==> src/rtl/decode_stage_if.sv <==
// rtl/decode_stage_if.sv - fetch-side and decode-side handshake bundle for the IF/ID register
interface decode_stage_if #(
  parameter int XLEN = 64
);
  logic            if_valid;
  logic [XLEN-1:0] if_pc;
  logic [31:0]     if_instr;
  logic            if_ready;
  logic            flush;

  logic            id_ready;
  logic            id_valid;
  logic [XLEN-1:0] id_pc;
  logic [31:0]     id_instr;
  logic [6:0]      id_opcode;
  logic [2:0]      id_funct3;
  logic [6:0]      id_funct7;
  logic [4:0]      id_rs1;
  logic [4:0]      id_rs2;
  logic [4:0]      id_rd;
  logic [XLEN-1:0] id_imm;
  logic            id_reg_write;
  logic            id_mem_read;
  logic            id_mem_write;
  logic            id_branch;
  logic            id_jump;
  logic            id_alu_src;
  logic            id_illegal;

  modport master (
    output if_valid, if_pc, if_instr, flush, id_ready,
    input  if_ready, id_valid, id_pc, id_instr, id_opcode, id_funct3, id_funct7,
           id_rs1, id_rs2, id_rd, id_imm, id_reg_write, id_mem_read, id_mem_write,
           id_branch, id_jump, id_alu_src, id_illegal
  );

  modport slave (
    input  if_valid, if_pc, if_instr, flush, id_ready,
    output if_ready, id_valid, id_pc, id_instr, id_opcode, id_funct3, id_funct7,
           id_rs1, id_rs2, id_rd, id_imm, id_reg_write, id_mem_read, id_mem_write,
           id_branch, id_jump, id_alu_src, id_illegal
  );
endinterface

==> src/rtl/decode_stage.sv <==
// rtl/decode_stage.sv - one-entry IF/ID register with registered RV64 decode
// Optional macro DECODE_ILLEGAL_CHECK_EN flags unsupported opcodes on id_illegal.
module decode_stage #(
  parameter int          XLEN      = 64,
  parameter logic [31:0] NOP_INSTR = 32'h00000013
) (
  input  logic          clk,
  input  logic          rst,
  decode_stage_if.slave bus
);

  typedef enum logic [2:0] {FMT_R, FMT_I, FMT_S, FMT_B, FMT_U, FMT_J, FMT_X} fmt_t;

  typedef struct packed {
    logic [XLEN-1:0] pc;
    logic [31:0]     instr;
    logic [6:0]      opcode;
    logic [2:0]      funct3;
    logic [6:0]      funct7;
    logic [4:0]      rs1;
    logic [4:0]      rs2;
    logic [4:0]      rd;
    logic [XLEN-1:0] imm;
    logic            reg_write;
    logic            mem_read;
    logic            mem_write;
    logic            branch;
    logic            jump;
    logic            alu_src;
    logic            illegal;
  } payload_t;

  function automatic payload_t decode(input logic [XLEN-1:0] pc, input logic [31:0] instr);
    payload_t    p;
    fmt_t        fmt;
    logic [31:0] imm32;
    p        = '0;
    fmt      = FMT_X;
    imm32    = '0;
    p.pc     = pc;
    p.instr  = instr;
    p.opcode = instr[6:0];
    p.funct3 = instr[14:12];
    p.funct7 = instr[31:25];
    p.rs1    = instr[19:15];
    p.rs2    = instr[24:20];

    case (instr[6:0])
      7'h03, 7'h13, 7'h1B, 7'h67: fmt = FMT_I;
      7'h23:                      fmt = FMT_S;
      7'h63:                      fmt = FMT_B;
      7'h37, 7'h17:               fmt = FMT_U;
      7'h6F:                      fmt = FMT_J;
      7'h33, 7'h3B:               fmt = FMT_R;
      default:                    fmt = FMT_X;
    endcase

    case (fmt)
      FMT_I:   imm32 = {{20{instr[31]}}, instr[31:20]};
      FMT_S:   imm32 = {{20{instr[31]}}, instr[31:25], instr[11:7]};
      FMT_B:   imm32 = {{19{instr[31]}}, instr[31], instr[7], instr[30:25], instr[11:8], 1'b0};
      FMT_U:   imm32 = {instr[31:12], 12'h000};
      FMT_J:   imm32 = {{11{instr[31]}}, instr[31], instr[19:12], instr[20], instr[30:21], 1'b0};
      default: imm32 = '0;
    endcase
    p.imm = XLEN'($signed(imm32));

    // Stores and branches have no destination; bits 11:7 carry immediate bits there.
    p.rd        = (fmt == FMT_S || fmt == FMT_B) ? 5'd0 : instr[11:7];
    p.reg_write = (fmt == FMT_R) || (fmt == FMT_I) || (fmt == FMT_U) || (fmt == FMT_J);
    p.alu_src   = (fmt == FMT_I) || (fmt == FMT_S) || (fmt == FMT_U) || (fmt == FMT_J);
    p.mem_read  = (instr[6:0] == 7'h03);
    p.mem_write = (instr[6:0] == 7'h23);
    p.branch    = (instr[6:0] == 7'h63);
    p.jump      = (instr[6:0] == 7'h6F) || (instr[6:0] == 7'h67);
`ifdef DECODE_ILLEGAL_CHECK_EN
    p.illegal   = (fmt == FMT_X);
`else
    p.illegal   = 1'b0;
`endif
    return p;
  endfunction

  payload_t q_r;
  payload_t empty_p;
  payload_t in_p;
  logic     valid_r;
  logic     accept;

  always_comb begin
    empty_p         = decode('0, NOP_INSTR);
    empty_p.illegal = 1'b0;
  end

  always_comb begin
    in_p = decode(bus.if_pc, bus.if_instr);
  end

  assign bus.if_ready = !valid_r || bus.id_ready;
  assign accept       = bus.if_valid && bus.if_ready;

  // Reset beats flush beats accept; a drained register reloads the NOP decode.
  always_ff @(posedge clk) begin
    if (rst || bus.flush) begin
      valid_r <= 1'b0;
      q_r     <= empty_p;
    end else if (accept) begin
      valid_r <= 1'b1;
      q_r     <= in_p;
    end else if (bus.id_ready) begin
      valid_r <= 1'b0;
      q_r     <= empty_p;
    end
  end

  assign bus.id_valid     = valid_r;
  assign bus.id_pc        = q_r.pc;
  assign bus.id_instr     = q_r.instr;
  assign bus.id_opcode    = q_r.opcode;
  assign bus.id_funct3    = q_r.funct3;
  assign bus.id_funct7    = q_r.funct7;
  assign bus.id_rs1       = q_r.rs1;
  assign bus.id_rs2       = q_r.rs2;
  assign bus.id_rd        = q_r.rd;
  assign bus.id_imm       = q_r.imm;
  assign bus.id_reg_write = q_r.reg_write;
  assign bus.id_mem_read  = q_r.mem_read;
  assign bus.id_mem_write = q_r.mem_write;
  assign bus.id_branch    = q_r.branch;
  assign bus.id_jump      = q_r.jump;
  assign bus.id_alu_src   = q_r.alu_src;
  assign bus.id_illegal   = q_r.illegal;

endmodule

==> src/flat_wrapper.sv <==
// flat-port wrapper written by rule: the top's interface ports become plain ports
module decode_stage_flat 
#(
  parameter int          XLEN      = 64,
  parameter logic [31:0] NOP_INSTR = 32'h00000013
)
  (clk, rst, bus_if_valid, bus_if_pc, bus_if_instr, bus_flush, bus_id_ready, bus_if_ready, bus_id_valid, bus_id_pc, bus_id_instr, bus_id_opcode, bus_id_funct3, bus_id_funct7, bus_id_rs1, bus_id_rs2, bus_id_rd, bus_id_imm, bus_id_reg_write, bus_id_mem_read, bus_id_mem_write, bus_id_branch, bus_id_jump, bus_id_alu_src, bus_id_illegal);
  decode_stage_if #(.XLEN(XLEN)) bus_i ();
  input  logic clk;
  input  logic rst;
  input wire logic [$bits(bus_i.if_valid)-1:0] bus_if_valid;
  input wire logic [$bits(bus_i.if_pc)-1:0] bus_if_pc;
  input wire logic [$bits(bus_i.if_instr)-1:0] bus_if_instr;
  input wire logic [$bits(bus_i.flush)-1:0] bus_flush;
  input wire logic [$bits(bus_i.id_ready)-1:0] bus_id_ready;
  output wire logic [$bits(bus_i.if_ready)-1:0] bus_if_ready;
  output wire logic [$bits(bus_i.id_valid)-1:0] bus_id_valid;
  output wire logic [$bits(bus_i.id_pc)-1:0] bus_id_pc;
  output wire logic [$bits(bus_i.id_instr)-1:0] bus_id_instr;
  output wire logic [$bits(bus_i.id_opcode)-1:0] bus_id_opcode;
  output wire logic [$bits(bus_i.id_funct3)-1:0] bus_id_funct3;
  output wire logic [$bits(bus_i.id_funct7)-1:0] bus_id_funct7;
  output wire logic [$bits(bus_i.id_rs1)-1:0] bus_id_rs1;
  output wire logic [$bits(bus_i.id_rs2)-1:0] bus_id_rs2;
  output wire logic [$bits(bus_i.id_rd)-1:0] bus_id_rd;
  output wire logic [$bits(bus_i.id_imm)-1:0] bus_id_imm;
  output wire logic [$bits(bus_i.id_reg_write)-1:0] bus_id_reg_write;
  output wire logic [$bits(bus_i.id_mem_read)-1:0] bus_id_mem_read;
  output wire logic [$bits(bus_i.id_mem_write)-1:0] bus_id_mem_write;
  output wire logic [$bits(bus_i.id_branch)-1:0] bus_id_branch;
  output wire logic [$bits(bus_i.id_jump)-1:0] bus_id_jump;
  output wire logic [$bits(bus_i.id_alu_src)-1:0] bus_id_alu_src;
  output wire logic [$bits(bus_i.id_illegal)-1:0] bus_id_illegal;
  assign bus_i.if_valid = bus_if_valid;
  assign bus_i.if_pc = bus_if_pc;
  assign bus_i.if_instr = bus_if_instr;
  assign bus_i.flush = bus_flush;
  assign bus_i.id_ready = bus_id_ready;
  assign bus_if_ready = bus_i.if_ready;
  assign bus_id_valid = bus_i.id_valid;
  assign bus_id_pc = bus_i.id_pc;
  assign bus_id_instr = bus_i.id_instr;
  assign bus_id_opcode = bus_i.id_opcode;
  assign bus_id_funct3 = bus_i.id_funct3;
  assign bus_id_funct7 = bus_i.id_funct7;
  assign bus_id_rs1 = bus_i.id_rs1;
  assign bus_id_rs2 = bus_i.id_rs2;
  assign bus_id_rd = bus_i.id_rd;
  assign bus_id_imm = bus_i.id_imm;
  assign bus_id_reg_write = bus_i.id_reg_write;
  assign bus_id_mem_read = bus_i.id_mem_read;
  assign bus_id_mem_write = bus_i.id_mem_write;
  assign bus_id_branch = bus_i.id_branch;
  assign bus_id_jump = bus_i.id_jump;
  assign bus_id_alu_src = bus_i.id_alu_src;
  assign bus_id_illegal = bus_i.id_illegal;
  decode_stage #(.XLEN(XLEN), .NOP_INSTR(NOP_INSTR)) u_core (.clk(clk), .rst(rst), .bus(bus_i));
endmodule
==> config.mk <==
export PLATFORM = sky130hd
export DESIGN_NAME = decode_stage_flat
export DESIGN_NICKNAME = d
export VERILOG_FILES = /design/src/rtl/decode_stage_if.sv /design/src/rtl/decode_stage.sv /design/src/flat_wrapper.sv
export SDC_FILE = /design/constraint.sdc
export NUM_CORES = 1
export LEC_CHECK = 0
export ABC_CLOCK_PERIOD_IN_PS = 2000
export CORE_ASPECT_RATIO = 1.5
export CORE_MARGIN = 2
export CORE_UTILIZATION = 35
export CTS_BUF_LIST = sky130_fd_sc_hd__clkbuf_4 sky130_fd_sc_hd__clkbuf_8 sky130_fd_sc_hd__clkbuf_16
export DETAILED_ROUTE_END_ITERATION = 7
export PLACE_DENSITY = 0.75
export REMOVE_ABC_BUFFERS = 1
export SYNTH_ARGS = -nofsm -noshare
export SYNTH_HDL_FRONTEND = slang
export SYNTH_SLANG_ARGS = --single-unit
==> constraint.sdc <==
create_clock -name clk -period 2 [get_ports clk]
set_clock_uncertainty 0.15 [all_clocks]
set_input_delay 0.4 -clock clk [delete_from_list [all_inputs] [get_ports clk]]
set_output_delay 0.4 -clock clk [all_outputs]
set_load 0.02 [all_outputs]
* Word level (Yosys, flattened, before mapping)
Index checks and enable logic that the tools add are counted.
** Storage, ports and cells
- Register bits :: 199
- Bits in latches :: 0
- Memory bits (writable) :: 0
- ROM bits :: 0
- Bits of input ports :: 101
- Output and inout port bits :: 201
- Word-level logic and storage cells :: 56
- Memories :: 0
** Cells by class
- Add/sub/neg operators :: 0
- $mul :: 0
- Divide/modulo/power cells :: 0
- Magnitude comparators :: 0
- Eq/ne operators :: 16
- Shift-type cells :: 0
- Muxes and demuxes :: 7
- Bitwise operators :: 0
- Reductions and logical operators :: 17
** Operator list (number)
- $mux 199 :: 2
- $pmux 32 s5 :: 1
- $eq 7x6->1 const B :: 4
- $eq 7x5->1 const B :: 3
- $eq 7x7->1 const B :: 3
- $pmux 3 s6 :: 1
- $logic_or 1x1->1 :: 10
- $eq 7x2->1 const B :: 1
- $eq 3x2->1 const B :: 2
- $eq 3x3->1 const B :: 2
- $mux 5 :: 1
- $reduce_or 2->1 :: 2
- $reduce_or 4->1 :: 1
- $eq 3x1->1 const B :: 1
- $logic_not 3->1 :: 1
- $mux 1 :: 2
- $reduce_bool 2->1 :: 1
- $logic_and 1x1->1 :: 1
- $logic_not 1->1 :: 1

* Longest topological paths before layout
- Depth in word-level cells :: 8
- Gate-level depth with buffers :: 7
- Depth with buffers taken out :: 5

* Worst setup path after synthesis
OpenSTA, ideal clock, no wires.
- Path kind :: input-to-reg
- Start point :: input port bus_if_instr[6]
- End point :: register u_core.q_r (netlist bit u_core.bus.id_imm[12])
- Setup time :: 67 ps
- Arrival :: 1617 ps
- Data required time :: 1783 ps
- Setup slack :: 166 ps
- Cell stages on the path :: 5
- Path buffers :: 1
- Cell sequence :: or3_4 -> o32ai_4 -> o311ai_4 -> buf_6 -> o21ai_2
** Between the ends
- Word-level cells in the longest chain between the ends :: 6
- Elaborated cells between the ends (all ways) :: 22
- Those cells by class :: eq/ne: 16; mux: 3; reduce/logical: 3
** Ends and longest elaborated chain
- start, declared :: line flat_wrapper.sv:13 : input wire logic [$bits(bus_i.if_instr)-1:0] bus_if_instr;
- $eq 7x5->1, or another cell as far along :: line decode_stage.sv:48 : case (instr[6:0])
- $reduce_or 4->1 or $reduce_or 2->1 (tied branches) :: line decode_stage.sv:48
- $pmux 3 s6 (*) :: line decode_stage.sv:48
- $eq 3x3->1, or another cell as far along :: line decode_stage.sv:58 : case (fmt)
- $pmux 32 s5 (*) :: line decode_stage.sv:58
- $mux 199 (*) :: line decode_stage.sv:107 : end else if (accept) begin
- end signal, assigned :: line decode_stage.sv:106 : q_r <= empty_p;
- end signal, assigned :: line decode_stage.sv:109 : q_r <= in_p;
- end signal, assigned :: line decode_stage.sv:112 : q_r <= empty_p;
- end, declared :: line decode_stage.sv:84 : payload_t q_r;
Every way passes the cells marked *; elsewhere a longest branch is shown, timed or not.
A chain may end at the register's enable or synchronous reset.

* Worst setup path after layout
- Start point :: register u_core.q_r (netlist bit u_core.bus.id_imm[29])
- End point :: output port bus_id_imm[29]
** RTL lines
- end, declared :: line flat_wrapper.sv:26 : output wire logic [$bits(bus_i.id_imm)-1:0] bus_id_imm;
No word-level cell between the ends.

==> metrics.md <==
| Metric | Value |
|---|---|
| Post-synth EDFFs | `0` |
| Setup violations, final | `0` |
| Internal Power | `5200 uW` |
| Post-synthesis cell area | `0.00611 sq mm` |
| Vias in the first global route | `5816` |
| 1st-pass router iterations | `5` |
| First-pass GRT wire length | `30900 microns` |
| Most frequent cells in the layout | `clkdlybuf4s50_1, dfxtp_1, nand2_1, a21oi_1, nand3b_1` |
| Clk root buf | `clkbuf_16` |
| Arr. time, crit path | `1.41 ns` |
| Buffers plus inverters on the worst setup path | `1` |
| Placed inst area | `0.00919 sq mm` |
| Initial antenna violation count | `1` |
| H-tree depth | `4` |
| Final instance area | `just under 0.01 sq mm` |
| Primary FF master, synth | `dfxtp_1` |
| Die footprint | `about 0.019 sq mm` |
| Min-Delay Path Depth | `2` |
| Clock power frac | `44.6%` |
| VDD IR max | `about 0.5 mV` |
| Die H | `~170 microns` |
| Max Slew Vio Count | `0` |
| Layout cell share with drive strength beyond 1 | `11.4%` |
| Remaining global-route overflow | `0` |
| Clock Latency Late Sink | `0.41 ns` |
| Post-route ant nets | `0` |
| Outcome | `finished, final reports clean` |
| Core Box Area | `0.0172 sq mm` |
| Max-cap violation count | `0` |
| Post-Synthesis Cells | `slightly above 700` |
| FF-to-FF End | `u_core.bus.id_mem_write` |
| Busiest grt layer | `met2` |
| Die width | `112 microns` |
| Fmax | `510 MHz` |
| CP top delay family | `buffers and inverters` |
| Max stage delay on crit path | `around 0.64 ns` |
| Leakage | `around 0.0038 uW` |
| CTS sink count | `140` |
| Hold Path End | `u_core.bus.id_imm[1]` |
| Switch share | `25.0%` |
| Hold path start | `u_core.bus.id_imm[1]` |
| CTS Buf Count | `17` |
| Final period util | `between 90% and 100%` |
| Vias per cell | `5.03` |
| Crit path max fanout | `2` |
| Site Rows | `59` |
| Crit end category | `primary output` |
| Drt drc | `0` |
| Port buffer count | `300` |
| Drt initial violations | `278` |
| DR vias | `6032` |
| Final Wtd Congestion | `between 0.8 and 0.9` |
| Seq pwr share | `41.7%` |
| Hold Path Class | `reg -> reg` |
| Initial Utilization | `35.5%` |
| Final hold vios | `0` |
| P&R area growth vs syn | `59.9%` |
| Final #Nets | `between 1000 and 1500` |
| RSZ-0062 raised after global routing | `yes` |
| Yosys reg bits | `140` |
| Largest net degree at the start of global routing | `106` |
| PD cells | `710 mW/mm^2` |
| Worst slack, placed | `-0.329 ns` |
| Hpwl dp | `14000 microns` |
| Met1 usage | `22.3%` |
| IO Pins | `302` |
| CTS tree | `yes` |
| Logic gate share of total power | `13.7%` |
| Syn_area_per_cell | `8.43 sq um` |
| Reg2Reg Setup Slack | `around 0.39 ns` |
| Fin worst setup slack | `0.0383 ns` |
| Critical-path cell list | `clkdlybuf4s50_1` |
| Clock buffer depth | `2` |
| Wirelength, routed | `19800 microns` |
| Yosys Warn Count | `0` |
| Slowest stage cell, crit path | `clkdlybuf4s50_1` |
| Reg2Reg Depth | `7` |
| Asr flop ratio synth | `0%` |
| Commonest non-fill, non-tap cell in the layout | `clkdlybuf4s50_1` |
| Reg2Reg Launch Point | `u_core.bus.id_valid` |
| Setup CP Type | `reg -> out` |
| Fin crit period | `approximately 2.0 ns` |
| Total power | `6940 uW` |
| NetSw | `approximately 1700 uW` |
| WL/cell | `roughly 16 microns` |
| GRT Resource Usage Total | `20.7%` |
| Setup TNS | `0 ns` |
| Filler cells | `1588` |
| Clock transition at path regs | `0.06 ns` |
| GR Util met2 | `37.5%` |
| Fin util | `56.8%` |
| Critical Path RT | `roughly 1.5 ns` |
| Worst setup SP type | `register` |
| Unique cell type count in the Yosys netlist | `38` |
| Met3 Usage GRT | `6.39%` |
| Register area share after synthesis | `45.8%` |
[worst reg2reg max path, delay by kind of cell (launching register included)]
kind                   cells  cell delay, ns
buffers and inverters      2            0.34
and+or+nand+nor            4            0.63
DFF                        1            0.36
AOI/OAI and AO/OA          1            0.07
[synth_stat cells, types with 2 or more instances]
cell | n | share of area (%)
dfxtp_1 | 140 | 46
nand2_1 | 130 | 8.0
a21oi_1 | 129 | 11
nand3b_1 | 101 | 12
buf_4 | 62 | 7.6
clkbuf_1 | 41 | 2.5
o21ai_2 | 19 | 2.7
nor2_1 | 18 | 1.1
o21ai_1 | 12 | 0.98
buf_2 | 11 | 0.90
a22oi_1 | 10 | 1.2
nand3_1 | 9 | 0.74
nor3_1 | 5 | 0.41
buf_1 | 4 | 0.25
inv_1 | 4 | 0.25
and2_1 | 3 | 0.31
nor4_1 | 3 | 0.31
and3b_1 | 2 | 0.29
buf_6 | 2 | 0.37
nor2b_1 | 2 | 0.20
[cell families (layout without fill, tap and decap cells)]
logic type,Yosys count,after routing,synth area share (%)
DFF,140,140,45.8
and+or+nand+nor,281,281,24.8
AOI/OAI and AO/OA,179,179,17.5
buffers and inverters,124,385,11.9
other,1,2,0.0613
[cell type report]
class	count	area, sq um	area share, %
timing repair buffer	350	3490	35.7
sequential	140	2800	28.7
multi-input combinational	461	2620	26.8
clock buffer	23	495	5.07
tap	213	267	2.73
clock inverter	8	83.8	0.858
inverter	4	15.0	0.154
antenna	1	2.50	0.0256
[per-stage QoR]
| stage | hold slack [ns] | std cells |
|---|---|---|
| 5_1_grt | 0.323 | 1200 |
| 4_1_cts | 0.301 | 1199 |
| 3_3_place_gp | 0.285 | 1168 |
| 6_report | 0.297 | 1200 |
| 3_5_place_dp | 0.293 | 1168 |
| 2_1_floorplan | 0.375 | 605 |
[flip-flops by register name, indices dropped and copies added (netlist names)]
name	cells
u_core.bus.id_rs1	4
u_core.bus.id_branch	1
u_core.bus.id_mem_read	1
u_core.bus.id_imm	32
u_core.bus.id_alu_src	1
u_core.bus.id_opcode	6
u_core.bus.id_mem_write	1
u_core.bus.id_rs2	4
u_core.bus.id_funct3	2
u_core.bus.id_jump	1
u_core.bus.id_valid	1
u_core.bus.id_rd	5
u_core.bus.id_reg_write	1
u_core.bus.id_instr	9
u_core.bus.id_pc	64
u_core.bus.id_funct7	7
[power by group through the flow]
stage / Sequential (uW) / Combinational [uW] / Clock [uW]
floorplan: 3050 / 256 / 0
global placement: 2950 / 952 / 0
detailed placement: 2950 / 956 / 0
CTS: 2890 / 956 / 3150
global route: 2900 / 1020 / 3270
finish: 2890 / 949 / 3100
[layer usage]
metal | wire length [microns] | part of all wire, % | vias to the layer above
met5 | 0 | 0 | -
met1 | 7420 | 37 | 2837
met3 | 1350 | 6.8 | 37
met4 | 541 | 2.7 | 0
met2 | 10500 | 53 | 240
li1 | - | - | 2918
[how the worst max path moves through the flow]
stage / start / to / slack [ns] / cells after the start
after floorplan: u_core.bus.id_imm[62] / u_core.bus.id_imm[62] / -3.18 / 2
after global placement: bus_if_instr[2] / u_core.bus.id_imm[27] / -0.31 / 6
after detailed placement: bus_if_instr[2] / u_core.bus.id_imm[29] / -0.33 / 6
after CTS: u_core.bus.id_instr[24] / bus_id_instr[24] / 0.01 / 1
after global routing: bus_if_instr[2] / u_core.bus.id_imm[5] / -0.01 / 9
final: u_core.bus.id_imm[29] / bus_id_imm[29] / 0.04 / 1
[what timing repair did]
action | 4_1_cts | 5_1_grt
hold buffers | 0 | 0
gates resized for setup | 40 | 15
endpoints found under the setup margin | 40 | 20
buffers inserted | 0 | 0
cloned | 0 | 0
pin swaps | 0 | 1
No activity file was read; power rests on OpenSTA's default activity.
